## src/rtl/ram_pkg.sv

```systemverilog
// ============================================================================
// Module   : ram_pkg
// Purpose  : Shared definitions for the parametrised dual-port RAM. Holds the
//            read-during-write mode encodings, the clear-FSM state encoding
//            and the byte-merge helper.
// Ports    : none (package)
// Revision : 1.0 - initial release
// ============================================================================
`default_nettype none

package ram_pkg;

  // Same-address read/write collision behaviour
  localparam int RDW_READ_FIRST  = 0;
  localparam int RDW_WRITE_FIRST = 1;

  // Widest word byte_merge can handle. Callers size-cast in and out.
  localparam int MERGE_MAX_W = 256;

  typedef enum logic [1:0] {
    CLR_IDLE  = 2'd0,
    CLR_CLEAR = 2'd1,
    CLR_READY = 2'd2
  } clr_state_e;

  // Take bytes of new_word where be is set, keep old_word bytes elsewhere.
  function automatic logic [MERGE_MAX_W-1:0] byte_merge(
    input logic [MERGE_MAX_W-1:0]   old_word,
    input logic [MERGE_MAX_W-1:0]   new_word,
    input logic [MERGE_MAX_W/8-1:0] be
  );
    logic [MERGE_MAX_W-1:0] merged;
    merged = old_word;
    for (int i = 0; i < MERGE_MAX_W/8; i++) begin
      if (be[i]) merged[8*i +: 8] = new_word[8*i +: 8];
    end
    return merged;
  endfunction

endpackage

`default_nettype wire

```

## src/rtl/ram_clear_fsm.sv

```systemverilog
// ============================================================================
// Module   : ram_clear_fsm
// Purpose  : Post-reset clear engine. Walks every address once, issuing a
//            zero-write per cycle, then reports ready.
// Ports    : clk          in  clock
//            rst_n        in  asynchronous active-low reset
//            init_busy_o  out high while clearing (and in the IDLE fallback)
//            clr_we_o     out clear write enable
//            clr_addr_o   out clear write address
// Revision : 1.0 - initial release
// ============================================================================
`default_nettype none

module ram_clear_fsm
  import ram_pkg::*;
#(
  parameter int ADDR_W         = 4,
  parameter bit CLEAR_ON_RESET = 1'b1
) (
  input  logic              clk,
  input  logic              rst_n,
  output logic              init_busy_o,
  output logic              clr_we_o,
  output logic [ADDR_W-1:0] clr_addr_o
);

  localparam int DEPTH = 1 << ADDR_W;
  // Counter is one bit wider than the address so the terminal compare
  // never sees a wrapped value.
  localparam logic [ADDR_W:0] c_last_addr = (ADDR_W+1)'(DEPTH-1);

  clr_state_e        state_q, state_d;
  logic [ADDR_W:0]   clr_cnt_q, clr_cnt_d;

  always_ff @(posedge clk or negedge rst_n) begin
    if (!rst_n) begin
      if (CLEAR_ON_RESET) state_q <= CLR_CLEAR;
      else                state_q <= CLR_READY;
      clr_cnt_q <= '0;
    end else begin
      state_q   <= state_d;
      clr_cnt_q <= clr_cnt_d;
    end
  end

  always_comb begin
    state_d     = state_q;
    clr_cnt_d   = clr_cnt_q;
    init_busy_o = 1'b1;
    clr_we_o    = 1'b0;
    case (state_q)
      CLR_IDLE: begin
        state_d   = CLR_CLEAR;
        clr_cnt_d = '0;
      end
      CLR_CLEAR: begin
        clr_we_o  = 1'b1;
        clr_cnt_d = clr_cnt_q + 1'b1;
        if (clr_cnt_q == c_last_addr) state_d = CLR_READY;
      end
      CLR_READY: begin
        init_busy_o = 1'b0;
      end
      default: begin
        // Unused encoding: recover through a fresh clear
        state_d   = CLR_CLEAR;
        clr_cnt_d = '0;
      end
    endcase
  end

  assign clr_addr_o = clr_cnt_q[ADDR_W-1:0];

endmodule

`default_nettype wire

```

## src/rtl/param_sync_ram_dp.sv

```systemverilog
// ============================================================================
// Module   : param_sync_ram_dp
// Purpose  : Simple dual-port synchronous RAM (one write, one read port) with
//            byte enables, 1- or 2-cycle read latency, selectable
//            read-during-write behaviour, read-valid strobe and a post-reset
//            clear engine.
// Ports    : clk, rst_n          clock, async active-low reset
//            init_busy           high while the clear runs; traffic dropped
//            wr_en/addr/be/data  write port
//            rd_en/addr          read request
//            rd_data/rd_valid    read result and its one-cycle strobe
// Revision : 1.0 - initial release
// ============================================================================
`default_nettype none

module param_sync_ram_dp
  import ram_pkg::*;
#(
  parameter int DATA_W         = 8,
  parameter int ADDR_W         = 4,
  parameter int RD_LAT         = 1,
  parameter int RDW_MODE       = 0,
  parameter bit CLEAR_ON_RESET = 1'b1
) (
  input  logic                clk,
  input  logic                rst_n,
  output logic                init_busy,
  input  logic                wr_en,
  input  logic [ADDR_W-1:0]   wr_addr,
  input  logic [DATA_W/8-1:0] wr_be,
  input  logic [DATA_W-1:0]   wr_data,
  input  logic                rd_en,
  input  logic [ADDR_W-1:0]   rd_addr,
  output logic [DATA_W-1:0]   rd_data,
  output logic                rd_valid
);

  localparam int DEPTH  = 1 << ADDR_W;
  localparam int NBYTES = DATA_W / 8;

  logic [DATA_W-1:0] mem_q [DEPTH];

  logic              clr_we;
  logic [ADDR_W-1:0] clr_addr;
  logic              wr_acc, rd_acc, collide;
  logic [DATA_W-1:0] rd_mem_word, rd_merged, rd_word;
  logic [DATA_W-1:0] rd_data_q;
  logic              rd_valid_q;

  ram_clear_fsm #(
    .ADDR_W         (ADDR_W),
    .CLEAR_ON_RESET (CLEAR_ON_RESET)
  ) u_clear (
    .clk         (clk),
    .rst_n       (rst_n),
    .init_busy_o (init_busy),
    .clr_we_o    (clr_we),
    .clr_addr_o  (clr_addr)
  );

  assign wr_acc = wr_en & ~init_busy;
  assign rd_acc = rd_en & ~init_busy;

  // The clear only writes while init_busy is high, when user writes are
  // already blocked, so the two write sources never compete.
  always_ff @(posedge clk) begin
    if (clr_we) begin
      mem_q[clr_addr] <= '0;
    end else if (wr_acc) begin
      for (int b = 0; b < NBYTES; b++) begin
        if (wr_be[b]) mem_q[wr_addr][8*b +: 8] <= wr_data[8*b +: 8];
      end
    end
  end

  // Write-first bypass: on a same-address collision the read sees the word
  // as it will look after this cycle's write.
  assign rd_mem_word = mem_q[rd_addr];
  assign rd_merged   = DATA_W'(byte_merge(MERGE_MAX_W'(rd_mem_word),
                                          MERGE_MAX_W'(wr_data),
                                          (MERGE_MAX_W/8)'(wr_be)));
  assign collide     = wr_acc && rd_acc && (wr_addr == rd_addr);
  assign rd_word     = ((RDW_MODE == RDW_WRITE_FIRST) && collide) ? rd_merged
                                                                 : rd_mem_word;

  // Any RD_LAT other than 2 builds the single-stage pipeline.
  if (RD_LAT == 2) begin : g_lat2
    logic [DATA_W-1:0] s1_data_q;
    logic              s1_valid_q;

    always_ff @(posedge clk or negedge rst_n) begin
      if (!rst_n) begin
        s1_data_q  <= '0;
        s1_valid_q <= 1'b0;
        rd_data_q  <= '0;
        rd_valid_q <= 1'b0;
      end else begin
        s1_valid_q <= rd_acc;
        if (rd_acc) s1_data_q <= rd_word;
        rd_valid_q <= s1_valid_q;
        if (s1_valid_q) rd_data_q <= s1_data_q;
      end
    end
  end else begin : g_lat1
    always_ff @(posedge clk or negedge rst_n) begin
      if (!rst_n) begin
        rd_data_q  <= '0;
        rd_valid_q <= 1'b0;
      end else begin
        rd_valid_q <= rd_acc;
        if (rd_acc) rd_data_q <= rd_word;
      end
    end
  end

  assign rd_data  = rd_data_q;
  assign rd_valid = rd_valid_q;

endmodule

`default_nettype wire

```

## config.mk

```make
export PLATFORM = sky130hd
export DESIGN_NAME = param_sync_ram_dp
export DESIGN_NICKNAME = d
export VERILOG_FILES = /design/src/rtl/ram_pkg.sv /design/src/rtl/ram_clear_fsm.sv /design/src/rtl/param_sync_ram_dp.sv
export SDC_FILE = /design/constraint.sdc
export NUM_CORES = 1
export LEC_CHECK = 0
export ABC_AREA = 0
export CAP_MARGIN = 20
export CELL_PAD_IN_SITES_DETAIL_PLACEMENT = 0
export CELL_PAD_IN_SITES_GLOBAL_PLACEMENT = 1
export CORE_MARGIN = 2
export CORE_UTILIZATION = 50
export CTS_CLUSTER_DIAMETER = 80
export CTS_CLUSTER_SIZE = 28
export DETAILED_ROUTE_END_ITERATION = 10
export PLACE_DENSITY_LB_ADDON = 0.08
export SLEW_MARGIN = 0
export SYNTH_ARGS = -nofsm -noshare
export SYNTH_HDL_FRONTEND = slang
export SYNTH_HIERARCHICAL = 1
export SYNTH_SLANG_ARGS = --single-unit
export TNS_END_PERCENT = 1
```

## constraint.sdc

```tcl
create_clock -name clk -period 2.31 [get_ports clk]
set_input_delay 0.3465 -clock clk [delete_from_list [all_inputs] [get_ports clk]]
set_output_delay 0.3465 -clock clk [all_outputs]
set_load 0.005 [all_outputs]
```

# == Yosys cells after proc, flatten, opt, wreduce, memory -nomap -nowiden ==
# Memory sizes are Yosys's and may differ from the RTL's. A register that Yosys moved wholly into a read port is not among the register bits.
# Cells that the tools add are included.
# word_totals
memories,1
mem_bits_rw,128
wordCells,29
regBits,8
# mem_list
memory,words,width,rd,rd_clocked_by_memory_dff,write_ports,line,source
mem_q,16,8,1,1,1,param_sync_ram_dp.sv:41,logic [DATA_W-1:0] mem_q [DEPTH];
# classes
eq_ne,4
addsub,1
bitwise_logic,3
muxes,14
reduce_logical,3
# ops
op,n
case mux 5 bit (2 select lines),1
two-way mux 1 bit,9
two-way mux 8 bit,1
OR reduction 8 bit,1
"adder 5 x 1 -> 5 bit, second input constant",1
"equality test 5 x 4 -> 1 bit, second input constant",1
two-way mux 4 bit,1
case mux 2 bit (2 select lines),1
AND 1 bit,2
"equality test 2 x 1 -> 1 bit, second input constant",1
"equality test 2 bit, second input constant",1
two-way mux 2 bit,1
"inequality test 2 x 1 -> 1 bit, second input constant",1
AND reduction 2 bit,1
zero test 1 bit,1
inverter 1 bit,1

# == Logic depth before layout (Yosys ltp) ==
# Gate-level depths: netlist of run 1.
# logic_depth
ltp_word,7
mapped_depth,7
mapped_depth_nobuf,6

# == Modules after synthesis ==
# The synthesis of run 1 kept the hierarchy.
# by_module_without_submodules
mod,area_per_inst_um2,n_inst,cells_per_inst
param_sync_ram_dp,5552.8,1,351
ram_clear_fsm,354.1,1,32

# == Least setup slack after synthesis of run 1 ==
# OpenSTA, ideal clock, no wires.
# synth_timing
kind,register to register
startpoint,reg u_clear.state_q[0]
endpoint,mem mem_q[1][0] (enable)
path_buffers,1
arrival_time_ns,1.750
required_ns,1.940
slack_ns,0.190
stages_incl_launch_ff,8
path_cell_list,dfstp_2 -> nand2b_2 -> inv_2 -> and4bb_1 -> buf_6 -> nor3b_1 -> a31oi_1 -> nor2_1
# synth_between
elab_cells_between_ends,12
classes_between,eq/ne: 2; mux: 8; bitwise: 1; reduce/logical: 1
# synth_lines
element,line,source
"start, declared",ram_clear_fsm.sv:32,"clr_state_e state_q, state_d;"
"start signal, assigned",ram_clear_fsm.sv:41,state_q <= state_d;
equality test 2 x 1 -> 1 bit (*),ram_clear_fsm.sv:51,case (state_q)
two-way mux 1 bit (*),ram_clear_fsm.sv:51,
via clr_we,param_sync_ram_dp.sv:43,logic clr_we;
two-way mux 1 bit,param_sync_ram_dp.sv:67,if (clr_we) begin
two-way mux 1 bit (implied by the code),param_sync_ram_dp.sv:71,if (wr_be[b]) mem_q[wr_addr][8*b +: 8] <= wr_data[8*b +: 8];
OR reduction 8 bit (no line),-,
two-way mux 4 bit (no line) / two-way mux 1 bit (equally long branches),-,
"end, declared",param_sync_ram_dp.sv:41,
# The timed path passes the listed nets; every way through them passes the cells marked *.

# == Worst setup path in the final report of run 1 ==
# layout_timing
startpoint,reg u_clear.state_q[0]
endpoint,mem mem_q[0][2] (enable)
# Same word-level chain as after synthesis.

==> results.toml, run 1 <==
[route]
wirelength_microns = 12400
drtIter0Drc = 208
vias_per_cell = 5.539
vias = 3390
drt_pass1_iterations = 5
ant_nets = 0
wl_per_cell_microns = 20.26
drt_drc_violations_left = 0

[placed_design]
dp_cells = 580
dp_hpwl_microns = 8297
place.gp.congestion = 0.7617
port_buffers = 30

[worst_setup_path]
crit_required_ns = 2.43
worstSetupPathType = "reg -> reg"
critPathMaxFanout = 8
cp-start-kind = "register"
r2r_slack_ns = 0.13
reg2reg_depth = 9
rr_startpoint = "u_clear/state_q[0]"
crit_path_end_kind = "register"
rr_endpoint = "mem_q[0][2]"
arrival_ns = 2.30

[power]
leakage_nw = 2.928
peakVddDrop_mv = 0.4258
power_density_mw_per_mm2 = 787.5

[timing]
slew_viol_final = 0
rsz0062_at_grt = "false"
finalHoldViolations = 0
finalSetupViolCount = 0
fin_skew_ns = 0.005481
tns_ns = 0
slew_headroom_pct = 70.92
fin_crit_sh_pct = 94.27
tightest_slew_ns = 0.4363
fmax_mhz = 459.2
period_needed_ns = 2.178

[global_routing]
grt_pass1_wl_microns = 19730
antenna_found_initial = 0
grt_start_max_net_pins = 26
grt_overflow = 0
grt_usage_pct = 21.45
first_global_vias = 3444

[floorplan]
rows = 39
die_w_microns = 112.7
core_area_sq_mm = 0.01147
start_util_pct = 51.51
die_area_sq_mm = 0.01270
io_pins = 31
die_y_microns = 112.7

[synth]
synth_top_family_by_area = "multiplexers"
synth_edf_count = 128
synth_top_cell_by_area = "edfxtp_1"
seq_area_frac_synth_pct = 71.87
synthAdderAreaFrac_pct = 0.4236
synth-compound-area-share_pct = 4.448
synthSimpleGateAreaFrac_pct = 8.791
synthMuxAreaShare_pct = 10.85
async_reset_ff_share_pct = 11.11
yosysWarnings = 6
syn-instance-count = 383
postSynthAreaPerCell_sq_um = 15.42
syn-cell-area_sq_mm = 0.005907
synthFlopType = "edfxtp_1"
ys_ff_latch = 144
synth_area_leaders = "edfxtp_1 (65%), mux2i_1 (11%), dfrtp_1 (6.4%)"
synth_cell_types = 41
synthXorXnorAreaFrac_pct = 0.2965
synth_nets = 406
synth_top_area_share_pct = 65.07

[clocking]
cts_max_path_buffers = 2
cts_inserted_buffers = 17
cts.sinks = 144
clk_pin_slew_ns = 0.06
cts_tree = "yes"
root_buffer = "clkbuf_16"
worst_skew_pair.late_latency_ns = 0.41
cts_hold_buffers = 0
cts-htree-levels = 4

[flow_run]
drv_cap = 0

[finish]
drive_above_1_share_pct = 16.63
finalNonFillerCells = 612
area.growth.synth_to_final_pct = 22.16
fin_nets = 479
num_antenna_cells = 0
fillCellCount = 864

[run_status]
status = "finished clean"

[worst_hold_path]
hp-class = "in -> async"
[cell families after synthesis]
group,Yosys count
buffers and inverters,28
adder cells (fa/ha/maj),2
flip-flops,144
multiplexers,64
XOR/XNOR,2
AO/OA/AOI/OAI,39
AND/OR/NAND/NOR,104
[final cells by class]
| class | instances | area [sq um] | area share [%] |
|---|---|---|---|
| Clock buffer | 21 | 440.4 | 6.104 |
| Timing Repair Buffer | 75 | 748.2 | 10.37 |
| Multi-Input combinational cell | 211 | 1480 | 20.51 |
| Inverter | 7 | 26.28 | 0.3641 |
| Sequential cell | 144 | 4245 | 58.83 |
| Clock inverter | 11 | 96.34 | 1.335 |
| Tap cell | 143 | 178.9 | 2.480 |
[state kept, by name, summed over array words and instances (netlist names)]
signal,count
mem_q,128
rd_data,8
rd_valid,1
u_clear/clr_cnt_q,5
u_clear/state_q,2
[critical path: stages, from the launching register on]
cell and delay [ns]:
dfstp_2 0.56, nand2b_2 0.08, inv_2 0.06, and4bb_1 0.30
buf_4 0.17, nor3_1 0.19, a31oi_2 0.10, buf_4 0.17
nor2_1 0.10, buf_4 0.17
[where the power goes]
group | switching (mW) | leakage (nW) | internal (mW) | total [mW]
Sequential | 0.0107 | 1.58 | 2.85 | 2.86
Clock | 0.916 | 0.261 | 1.55 | 2.47
Combinational | 0.182 | 1.08 | 0.167 | 0.348
Total | 1.11 | 2.93 | 4.57 | 5.68
[cells in the final DEF, fill, tap and decap left out, types with 2 or more instances in the layout]
master / Yosys / routed
o21ai_0: 2 / 2
dfrtp_1: 15 / 15
clkinv_2: 0 / 2
a31oi_1: 5 / 3
a21oi_1: 8 / 8
clkinv_1: 0 / 7
edfxtp_1: 128 / 128
nor2_1: 20 / 19
inv_1: 6 / 6
a31oi_2: 0 / 2
clkbuf_1: 0 / 4
nand3_1: 18 / 18
clkdlybuf4s50_1: 0 / 29
nor2b_1: 2 / 2
buf_4: 6 / 37
nand2_1: 36 / 36
mux2i_1: 64 / 64
bufinv_16: 0 / 2
and2_1: 9 / 9
nor3b_1: 3 / 3
nand4_1: 6 / 6
ha_1: 2 / 2
o22a_1: 2 / 2
buf_12: 1 / 9
a22oi_1: 18 / 18
clkbuf_16: 0 / 17
[repair_timing]
action                     in CTS  in global routing
setup buffers                   0                  0
gates resized for setup         0                  3
setup endpoints to repair       0                 64
[worst max-delay path by stage]
stage	start	to	cells after the start
after floorplan	u_clear/state_q[0]	mem_q[1][0]	7
after global placement	wr_en	mem_q[2][1]	6
after detailed placement	wr_en	mem_q[2][6]	6
after CTS	u_clear/state_q[0]	mem_q[2][7]	7
after global routing	u_clear/state_q[0]	mem_q[0][4]	9
final	u_clear/state_q[0]	mem_q[0][2]	9
[layer usage]
layer  track usage, %  routed length (microns)
met1            31.42                     5781
met2            31.42                     5659
met3            4.606                      705
met4            9.268                      253
met5                0                        0
[synth_stat cells, types with 2 or more instances]
master and count:
a31oi_1 5, dfrtp_1 15, nor3b_1 3, inv_1 6, o21ai_0 2, a21oi_1 8, o22a_1 2, buf_2 6
nand2_1 36, ha_1 2, mux2i_1 64, and2_1 9, nor2b_1 2, nand4_1 6, edfxtp_1 128, nand3_1 18
buf_6 4, clkbuf_2 3, a22oi_1 18, buf_4 6, nor2_1 20
[stage by stage]
step	setup slack, ns	power (mW)	utilization (%)	hold slack [ns]	area, sq um
after floorplan	0.1901	3.084	-	0.05091	5907
after global placement	-0.0007212	3.259	58.11	0.4636	6664
after detailed placement	-0.03750	3.262	58.11	0.4705	6664
after CTS	0.02380	5.717	62.79	0.2593	7201
after global routing	0.04246	5.875	62.92	0.2768	7216
final	0.1324	5.682	62.92	0.2647	7216
Note: power is estimated with default switching activity, not from simulation.
==> run 2: changes to the inputs <==
--- a/config.mk
+++ b/config.mk
@@ -5,7 +5,6 @@
 export SDC_FILE = /design/constraint.sdc
 export NUM_CORES = 1
 export LEC_CHECK = 0
-export ABC_AREA = 0
 export CAP_MARGIN = 20
 export CELL_PAD_IN_SITES_DETAIL_PLACEMENT = 0
 export CELL_PAD_IN_SITES_GLOBAL_PLACEMENT = 1
==> results of run 2 <==
Same layout as run 1: the final DEF is identical, and so are final timing and power.
==> run 3: changes to the inputs <==
--- a/config.mk
+++ b/config.mk
@@ -8,12 +8,11 @@
 export CAP_MARGIN = 20
 export CELL_PAD_IN_SITES_DETAIL_PLACEMENT = 0
 export CELL_PAD_IN_SITES_GLOBAL_PLACEMENT = 1
-export CORE_MARGIN = 2
 export CORE_UTILIZATION = 50
 export CTS_CLUSTER_DIAMETER = 80
 export CTS_CLUSTER_SIZE = 28
 export DETAILED_ROUTE_END_ITERATION = 10
-export PLACE_DENSITY_LB_ADDON = 0.08
+export PLACE_DENSITY_LB_ADDON = 0.1
 export SLEW_MARGIN = 0
 export SYNTH_ARGS = -nofsm -noshare
 export SYNTH_HDL_FRONTEND = slang
==> run 3 against run 2 <==
  * Core utilization fell by 0.95 points
  * Clock skew rose by 0.0025 ns
  * Via count fell by 3.3%
  * Die area fell by 3.5%
  * Setup slack improved by 0.049 ns
  * Combinational power fell by 9.2%
  * Non-clock buffer count fell by 17
  * Clock power rose by 19%
  * Highest routed layer unchanged
  * Total power rose by 7.8%
  * Critical path type unchanged
  * Sequential power barely moved
==> results.toml, run 3 (same netlist as run 1, synthesis figures left out) <==
[route]
ant_nets = 0
wirelength_microns = 12080
vias = 3279
drt_pass1_iterations = 4
drt_drc_violations_left = 0
wl_per_cell_microns = 20.31
drtIter0Drc = 208
vias_per_cell = 5.511

[clocking]
cts_max_path_buffers = 2
cts_tree = "yes"
root_buffer = "clkbuf_16"
worst_skew_pair.late_latency_ns = 0.41
post_cts_resized = 0
clk_pin_slew_ns = 0.06
post-cts-setup-buffer-count = 0
cts.sinks = 144
cts-htree-levels = 4
cts_hold_buffers = 0
cts_inserted_buffers = 17

[timing]
fin_skew_ns = 0.007956
fmax_mhz = 469.7
fin_crit_sh_pct = 92.16
slew_viol_final = 0
tns_ns = 0
slew_headroom_pct = 51.21
period_needed_ns = 2.129
finalHoldViolations = 0
rsz0062_at_grt = "false"
tightest_slew_ns = 0.7318
timing.hold.ws_ns = 0.2675
finalSetupViolCount = 0
layout_setup_ws_ns = 0.1811

[placed_design]
place_ws_ns = 0.06439
place.gp.congestion = 0.7624
port_buffers = 30
dp_hpwl_microns = 7928
postPlaceCellArea_sq_mm = 0.006461

[finish]
top_register = "mem_q"
final_common_cell = "edfxtp_1"
fin_nets = 462
num_antenna_cells = 0
final_cell_mix = "edfxtp_1 (128), mux2i_1 (64), nand2_1 (36), clkdlybuf4s50_1 (29), buf_4 (26)"
fillCellCount = 847
area.growth.synth_to_final_pct = 20.31
final_cell_area_sq_mm = 0.007107
drive_above_1_share_pct = 14.82
largest_register_ffs = 128

[global_routing]
grt_use_met2_pct = 34.20
grt_usage_pct = 21.39
grt_start_max_net_pins = 34
top_usage_layer = "met2"
grt_pass1_wl_microns = 18970
first_global_vias = 3362
antenna_found_initial = 0
grt_overflow = 0
use_met3_pct = 4.210
use_met1_pct = 29.24

[worst_setup_path]
cp-start-kind = "register"
critPathMaxFanout = 20
crit_required_ns = 2.47
path_cells = "nor2b_4 -> inv_1 -> and4bb_1 -> buf_12 -> nor3b_2 -> a31oi_1 -> nor2_1 -> buf_4"
crit_path_end_kind = "register"
critPathMaxStageDelay_ns = 0.43
crit_buf_inv = 3
arrival_ns = 2.29
cp_slowest_cell = "a31oi_1"
worstSetupPathType = "reg -> reg"
crit_family = "simple AND/OR/NAND/NOR gates"

[flow_run]
drv_cap = 0

[floorplan]
die_y_microns = 110.7
rows = 39
core_area_sq_mm = 0.01147
die_w_microns = 110.7
io_pins = 31
start_util_pct = 51.51
die_area_sq_mm = 0.01225

[power]
leakage_nw = 2.877
peakVddDrop_mv = 0.4412
power_density_mw_per_mm2 = 861.8

[run_status]
status = "finished clean"

[worst_hold_path]
hp-class = "in -> async"
run 3: changes by cell type in the layout (fill, tap and decap cells not counted), moves of 3 or more:
cell	delta
bufinv_16	+3
clkinv_1	-7
buf_12	-6
buf_4	-11
run 3: report_power, final:
| group | total, mW | internal [mW] | switching [mW] |
|---|---|---|---|
| logic | 0.316 | 0.143 | 0.173 |
| clock network | 2.95 | 1.96 | 0.980 |
| registers | 2.86 | 2.85 | 0.0115 |
| total | 6.12 | 4.96 | 1.16 |
run 3: cell type report:
type	count	area [sq um]	area share, %
flip-flops and latches	144	4245	59.74
multi-input cells	211	1465	20.62
repair buffers	58	545.5	7.676
clock buffers	21	460.4	6.479
clock inverters	11	185.2	2.606
well taps	143	178.9	2.518
inverters	7	26.28	0.3697
run 3: through the flow:
stage	std cells	total power, mW	utilization (%)
6_report	595	6.125	61.97
3_3_place_gp	563	3.232	56.34
5_1_grt	595	6.306	61.97
4_1_cts	595	6.155	61.97
3_5_place_dp	563	3.235	56.34
2_1_floorplan	383	3.084	-
run 3: worst paths after layout:
| path | start | to | slack [ns] | depth (start not counted) |
|---|---|---|---|---|
| worst min-delay path | rst_n | rd_data[4] | 0.27 | 2 |
| worst max register to register | u_clear/state_q[0] | mem_q[2][0] | 0.18 | 8 |
| worst min register to register | rd_data[2] | rd_data[2] | 0.48 | 2 |
| max in group asynchronous | rst_n | u_clear/state_q[0] | 1.77 | 2 |
| min in group clk | rd_data[2] | rd_data[2] | 0.48 | 2 |
| worst max-delay path | u_clear/state_q[0] | mem_q[2][0] | 0.18 | 8 |
run 3: layer usage:
metal,routed length [microns],up-vias
li1,-,1558
met3,608,15
met4,157,0
met2,5928,96
met5,0,-
met1,5389,1610
==> RTL change 1 (config.mk and constraints of run 2) <==
Reset style: synchronous (`rst_n`), changed in 3 clocked blocks. Comments in the files are not updated.
--- a/src/rtl/ram_clear_fsm.sv
+++ b/src/rtl/ram_clear_fsm.sv
@@ -32,7 +32,7 @@
   clr_state_e        state_q, state_d;
   logic [ADDR_W:0]   clr_cnt_q, clr_cnt_d;
 
-  always_ff @(posedge clk or negedge rst_n) begin
+  always_ff @(posedge clk) begin
     if (!rst_n) begin
       if (CLEAR_ON_RESET) state_q <= CLR_CLEAR;
       else                state_q <= CLR_READY;
--- a/src/rtl/param_sync_ram_dp.sv
+++ b/src/rtl/param_sync_ram_dp.sv
@@ -88,7 +88,7 @@
     logic [DATA_W-1:0] s1_data_q;
     logic              s1_valid_q;
 
-    always_ff @(posedge clk or negedge rst_n) begin
+    always_ff @(posedge clk) begin
       if (!rst_n) begin
         s1_data_q  <= '0;
         s1_valid_q <= 1'b0;
@@ -102,7 +102,7 @@
       end
     end
   end else begin : g_lat1
-    always_ff @(posedge clk or negedge rst_n) begin
+    always_ff @(posedge clk) begin
       if (!rst_n) begin
         rd_data_q  <= '0;
         rd_valid_q <= 1'b0;
Formal check against the unedited RTL: same outputs for any inputs over 10 cycles, from zero or initial values and one cycle with rst_n low; that may be too few to reach the edited logic, so the function may still have changed.
==> RTL change 1 against run 2 <==
Total power fell by 3.1%; non-clock buffer count rose by 5; routed wire length fell by 3.5%; setup slack improved by 18 ps; clock power fell by 6%; final cell count fell by 11%; combinational power fell by 14%; highest routed layer unchanged; area after synthesis fell by 2.4%; final area fell by 2.5%; largest cell class unchanged; clock skew rose by 3.5 ps; maximum frequency rose by 0.83%; largest power group unchanged; sequential cell count did not move.
==> RTL change 1: results (changes against run 2) <==
INFO  metric status = finished, final reports clean
INFO  metric number_of_nets_in_the_finished_design = 413 (-14%)
INFO  metric synth.cells.most_frequent = 128 x sky130_fd_sc_hd__edfxtp_1, 27 x sky130_fd_sc_hd__mux4_2, 19 x sky130_fd_sc_hd__nor2_1
INFO  metric post-cts-setup-buffers = 0 (unchanged)
INFO  metric irDropWorstVdd = 0.511 mV (+20%)
INFO  metric layout-drive-gt1-share = 0.275 (+0.109)
INFO  metric power.static_leakage = 0.00236 uW (-20%)
INFO  metric via_per_inst = 5.57 (+0.52%)
INFO  metric detailedRoute.firstPassIterationCount = 4 (-1)
INFO  metric place_worst_setup_slack = -258 ps (-220 ps)
INFO  metric regMostFlops = mem_q
INFO  metric crit_path_max_fanout = 10 (+2)
INFO  metric synth_edf_count = 128 (unchanged)
INFO  metric initial_antenna_violation_count = 0 (unchanged)
INFO  metric max_slew_margin = 0.443 (-0.266)
INFO  metric postSynth.asyncResetShare = 0 (-0.111)
INFO  metric critical_path.reg2reg.startpoint = u_clear/state_q[0]
INFO  metric worst_clock_skew = 8.99 ps (+3.50 ps)
INFO  metric synth_area_leaders = sky130_fd_sc_hd__edfxtp_1 67%, sky130_fd_sc_hd__mux4_2 11%, sky130_fd_sc_hd__dfxtp_1 5.6%
INFO  metric wire_length_of_the_first_global_routing_pass = 18700 um (-5.4%)
INFO  metric yosys_cell_types = 39 (-4.9%)
INFO  metric regToRegSetupSlack = 150 ps (+20 ps)
INFO  metric power_clock = 2320 uW (-6%)
INFO  metric portion_of_the_post_synthesis_area_used_by_sequential_elements = 0.723 (+0.00383)
INFO  metric cts-htree-levels = 4 (unchanged)
INFO  metric min_path_type = reg -> reg
INFO  metric vias_in_the_first_global_route = 3145 (-8.7%)
INFO  metric hold_ws = 488 ps (+223 ps)
INFO  metric cts_made_buffers = 17 (unchanged)
INFO  metric timing.final.crit_share = 0.935 (-0.00775)
INFO  metric p_switching = 1100 uW (-0.36%)
INFO  metric wl = 12000 um (-3.5%)
INFO  metric place_congestion = 0.823 (+8.1%)
INFO  metric critical_path_arrival = 2330 ps (+30 ps)
INFO  metric fillCellCount = 858 (-0.69%)
INFO  metric globalRouteTotalUtil = 0.213 (-0.00155)
INFO  metric seq-power = 2880 uW
INFO  metric detailed_place_hpwl = 8160 um (-1.7%)
INFO  metric mappedNetlistNets = 332 (-18%)
INFO  metric count_of_routing_violations_after_the_opening_detailed_route_iteration = 246 (+18%)
INFO  metric max-clock-path-buffers = 2 (unchanged)
==> RTL change 1: cell types whose count changed after synthesis, moves of 8 or more <==
cell / before / now
sky130_fd_sc_hd__mux4_2: 0 / 27
sky130_fd_sc_hd__nand2_1: 36 / 3
sky130_fd_sc_hd__mux2i_1: 64 / 18
sky130_fd_sc_hd__dfrtp_1: 15 / 0
sky130_fd_sc_hd__a21oi_1: 8 / 0
sky130_fd_sc_hd__dfxtp_1: 0 / 16
sky130_fd_sc_hd__a22oi_1: 18 / 4
sky130_fd_sc_hd__nand3_1: 18 / 0
==> RTL change 1: cell families after synthesis <==
| kind of cell | Yosys count | synth area share |
|---|---|---|
| AND/OR/NAND/NOR | 54 | 0.0519 |
| buffers and inverters | 27 | 0.0278 |
| flip-flops | 144 | 0.723 |
| multiplexers | 48 | 0.150 |
| AO/OA/AOI/OAI | 33 | 0.0415 |
| adder cells (fa/ha/maj) | 2 | 0.00434 |
| XOR/XNOR | 1 | 0.00152 |
==> RTL change 1: through the flow <==
| stage | power (uW) | cells | util | cell area, um^2 |
|---|---|---|---|---|
| 5_1_grt | 5700 | 546 | 0.622 | 7040 |
| 4_1_cts | 5560 | 546 | 0.621 | 7030 |
| 2_1_floorplan | 3110 | 309 | - | 5760 |
| 3_3_place_gp | 3230 | 514 | 0.576 | 6520 |
| 6_report | 5500 | 546 | 0.622 | 7040 |
| 3_5_place_dp | 3240 | 514 | 0.576 | 6520 |
==> RTL change 1: repair_timing <==
item,CTS,global route
gates resized for setup,4,2
pin swaps,0,1
hold buffers,0,0
endpoints found under the setup margin,24,32
==> RTL change 1: final timing paths <==
check,end,cells after the start
max,mem_q[0][4],10
min,rd_data[3],1
max reg2reg,mem_q[0][4],10
min reg2reg,rd_data[3],1
==> RTL change 1: layer usage <==
layer | wire length (um) | track usage | part of all wire
met5 | 0 | 0 | 0
met2 | 5470 | 0.311 | 0.46
met3 | 552 | 0.0555 | 0.046
met1 | 5670 | 0.305 | 0.47
met4 | 262 | 0.0979 | 0.022
==> RTL change 1: cell type report <==
class                      count  area share
tap                          143      0.0254
timing repair buffer          80      0.0994
clock buffer                  24      0.0656
inverter                       9     0.00480
clock inverter                 8     0.00604
sequential                   144       0.592
multi-input combinational    138       0.207
==> RTL change 1: critical path, cell delays in order (launching register included) <==
cell and delay (ps):
sky130_fd_sc_hd__dfxtp_1 310, sky130_fd_sc_hd__and2b_4 240, sky130_fd_sc_hd__inv_1 60, sky130_fd_sc_hd__nor4bb_2 270, sky130_fd_sc_hd__buf_4 220, sky130_fd_sc_hd__buf_6 120
sky130_fd_sc_hd__nor3_1 40, sky130_fd_sc_hd__a31oi_1 260, sky130_fd_sc_hd__buf_4 180, sky130_fd_sc_hd__nor2_1 40, sky130_fd_sc_hd__buf_4 170
==> RTL change 2 (flow settings as in run 2) <==
Without the edit above. `ADDR_W` is set to 4 in 2 places; all go to 2.
--- a/src/rtl/ram_clear_fsm.sv
+++ b/src/rtl/ram_clear_fsm.sv
@@ -14,7 +14,7 @@
 module ram_clear_fsm
   import ram_pkg::*;
 #(
-  parameter int ADDR_W         = 4,
+  parameter int ADDR_W         = 2,
   parameter bit CLEAR_ON_RESET = 1'b1
 ) (
   input  logic              clk,
--- a/src/rtl/param_sync_ram_dp.sv
+++ b/src/rtl/param_sync_ram_dp.sv
@@ -17,7 +17,7 @@
   import ram_pkg::*;
 #(
   parameter int DATA_W         = 8,
-  parameter int ADDR_W         = 4,
+  parameter int ADDR_W         = 2,
   parameter int RD_LAT         = 1,
   parameter int RDW_MODE       = 0,
   parameter bit CLEAR_ON_RESET = 1'b1
Interface: changed (resized rd_addr and wr_addr); port bits go from 31 to 27. No check against the original RTL was run, so the function may have changed too.
==> RTL change 2 against run 2 <==
Total power shrank 73%; area after synthesis shrank 68%; sequential cell count shrank 98; clock power shrank 80%; routed wire length shrank 75%; maximum frequency grew 13%; setup slack gained 260 ps; final area shrank 68%; critical path type is now reg -> out; critical endpoint is now init_busy.
==> RTL change 2: results (changes against run 2) <==
INFO  metric postSynth.asyncResetShare = 0.304 (+0.193)
INFO  metric cts-htree-levels = 2 (-2)
INFO  metric wire_length_of_the_first_global_routing_pass = 4890 um (-75%)
INFO  metric reg2reg_depth = 5 (-4)
INFO  metric vias_in_the_first_global_route = 978 (-72%)
INFO  metric via_per_inst = 5.25 (-5.2%)
INFO  metric clk_lat_worst_skew = 290 ps (-120 ps)
INFO  metric crit_path_max_fanout = 5 (-3)
INFO  metric synth_area_leaders = sky130_fd_sc_hd__edfxtp_1 51%, sky130_fd_sc_hd__dfrtp_1 17%, sky130_fd_sc_hd__mux4_2 9.6%
INFO  metric timing.critical_path.max_delay_family = buffers and inverters
INFO  metric critical-path-max-stage-delay = 580 ps (+20 ps)
INFO  metric status = finished, final reports clean
INFO  metric synth_edf_count = 32 (-75%)
INFO  metric rr_endpoint = mem_q[1][3]
INFO  metric critical_path_arrival = 1570 ps (-730 ps)
INFO  metric critical_path.reg2reg.startpoint = u_clear/state_q[1]
INFO  metric fillCellCount = 285 (-67%)
INFO  metric detailedRoute.firstPassIterationCount = 4 (-1)
INFO  metric largest_register_ff_count = 32 (-75%)
INFO  metric critical_path.endpoint = init_busy
INFO  metric avgRoutedWirePerCell = 17.0 um (-16%)
INFO  metric globalRouteTotalUtil = 0.162 (-0.0521)
INFO  metric number_of_nets_in_the_finished_design = 153 (-68%)
INFO  metric power.static_leakage = 0.000922 uW (-69%)
INFO  metric place_congestion = 0.756 (-0.72%)
INFO  metric regToRegSetupSlack = 400 ps (+270 ps)
INFO  metric detailed_place_hpwl = 2210 um (-73%)
INFO  metric cts_made_buffers = 5 (-12)
INFO  metric mappedNetlistNets = 119 (-71%)
INFO  metric layout-drive-gt1-share = 0.267 (+0.100)
INFO  metric irDropWorstVdd = 0.484 mV (+14%)
INFO  metric cts.clk_slew.worst_paths = 80 ps (+20 ps)
INFO  metric yosys_cell_types = 26 (-37%)
INFO  metric portion_of_the_post_synthesis_area_used_by_sequential_elements = 0.697 (-0.0222)
INFO  metric place.port_buffers = 26 (-13%)
INFO  metric yosys_most_used_dff = sky130_fd_sc_hd__edfxtp_1
INFO  metric count_of_routing_violations_after_the_opening_detailed_route_iteration = 59 (-72%)
INFO  metric root_buffer = sky130_fd_sc_hd__clkbuf_8
INFO  metric slew_at_the_pin_closest_to_its_max_slew_limit = 633 ps (+197 ps)
INFO  metric pin_count_of_the_biggest_net_entering_global_routing = 15 (-42%)
-- RTL change 2: cell count changes after synthesis, sizes merged, moves of 6 or more --
cell / delta
buf: -14
a21oi: -8
nand2: -34
nand4: -6
mux4: +8
nor2: -20
mux2: +8
mux2i: -64
nand3: -19
a22oi: -18
edfxtp: -96
-- RTL change 2: layer usage --
| layer | track usage | part of all wire |
|---|---|---|
| met1 | 0.208 | 0.43 |
| met2 | 0.267 | 0.52 |
| met3 | 0.0479 | 0.045 |
| met4 | 0.0547 | 0.0045 |
| met5 | 0 | 0 |
-- RTL change 2: layout make-up --
type                    count  share of cell area
inverters                   6             0.00975
multi-input cells          43               0.223
clock buffers               6              0.0358
clock inverters             2             0.00542
repair buffers             32               0.132
flip-flops and latches     46               0.568
well taps                  48              0.0260
-- RTL change 2: how the worst min path moves through the flow --
stage                         startpoint              endpoint  slack, ps  depth (start not counted)
floorplan                          rst_n            rd_data[0]         50                          0
global placement    u_clear/clr_cnt_q[2]  u_clear/clr_cnt_q[2]        470                          1
detailed placement  u_clear/clr_cnt_q[2]  u_clear/clr_cnt_q[2]        490                          1
CTS                                rst_n  u_clear/clr_cnt_q[0]        460                          1
global route                       rst_n  u_clear/clr_cnt_q[0]        490                          1
finish                             rst_n  u_clear/clr_cnt_q[0]        440                          1
-- RTL change 2: metrics by stage --
stage / setup WS [ps] / utilization / std cells / cell area (um^2)
6_report: 389 / 0.636 / 183 / 2310
5_1_grt: 331 / 0.636 / 183 / 2310
2_1_floorplan: 288 / - / 100 / 1880
4_1_cts: 376 / 0.636 / 183 / 2310
3_5_place_dp: 362 / 0.610 / 175 / 2210
3_3_place_gp: 373 / 0.610 / 175 / 2210
-- RTL change 2: cells by family (layout without fill, tap and decap cells) --
group | count (synthesis) | in the layout | synth area share
DFF | 46 | 46 | 0.697
muxes | 16 | 16 | 0.159
and+or+nand+nor | 16 | 16 | 0.0618
buffers and inverters | 11 | 46 | 0.0305
AOI/OAI and AO/OA | 9 | 9 | 0.0385
adders and majority gates | 2 | 2 | 0.0133
-- RTL change 2: where the power goes --
group | switching [uW] | internal, uW | total, uW
sequential | 10.2 | 903 | 914
clock | 252 | 240 | 492
combinational | 49.1 | 90.4 | 140
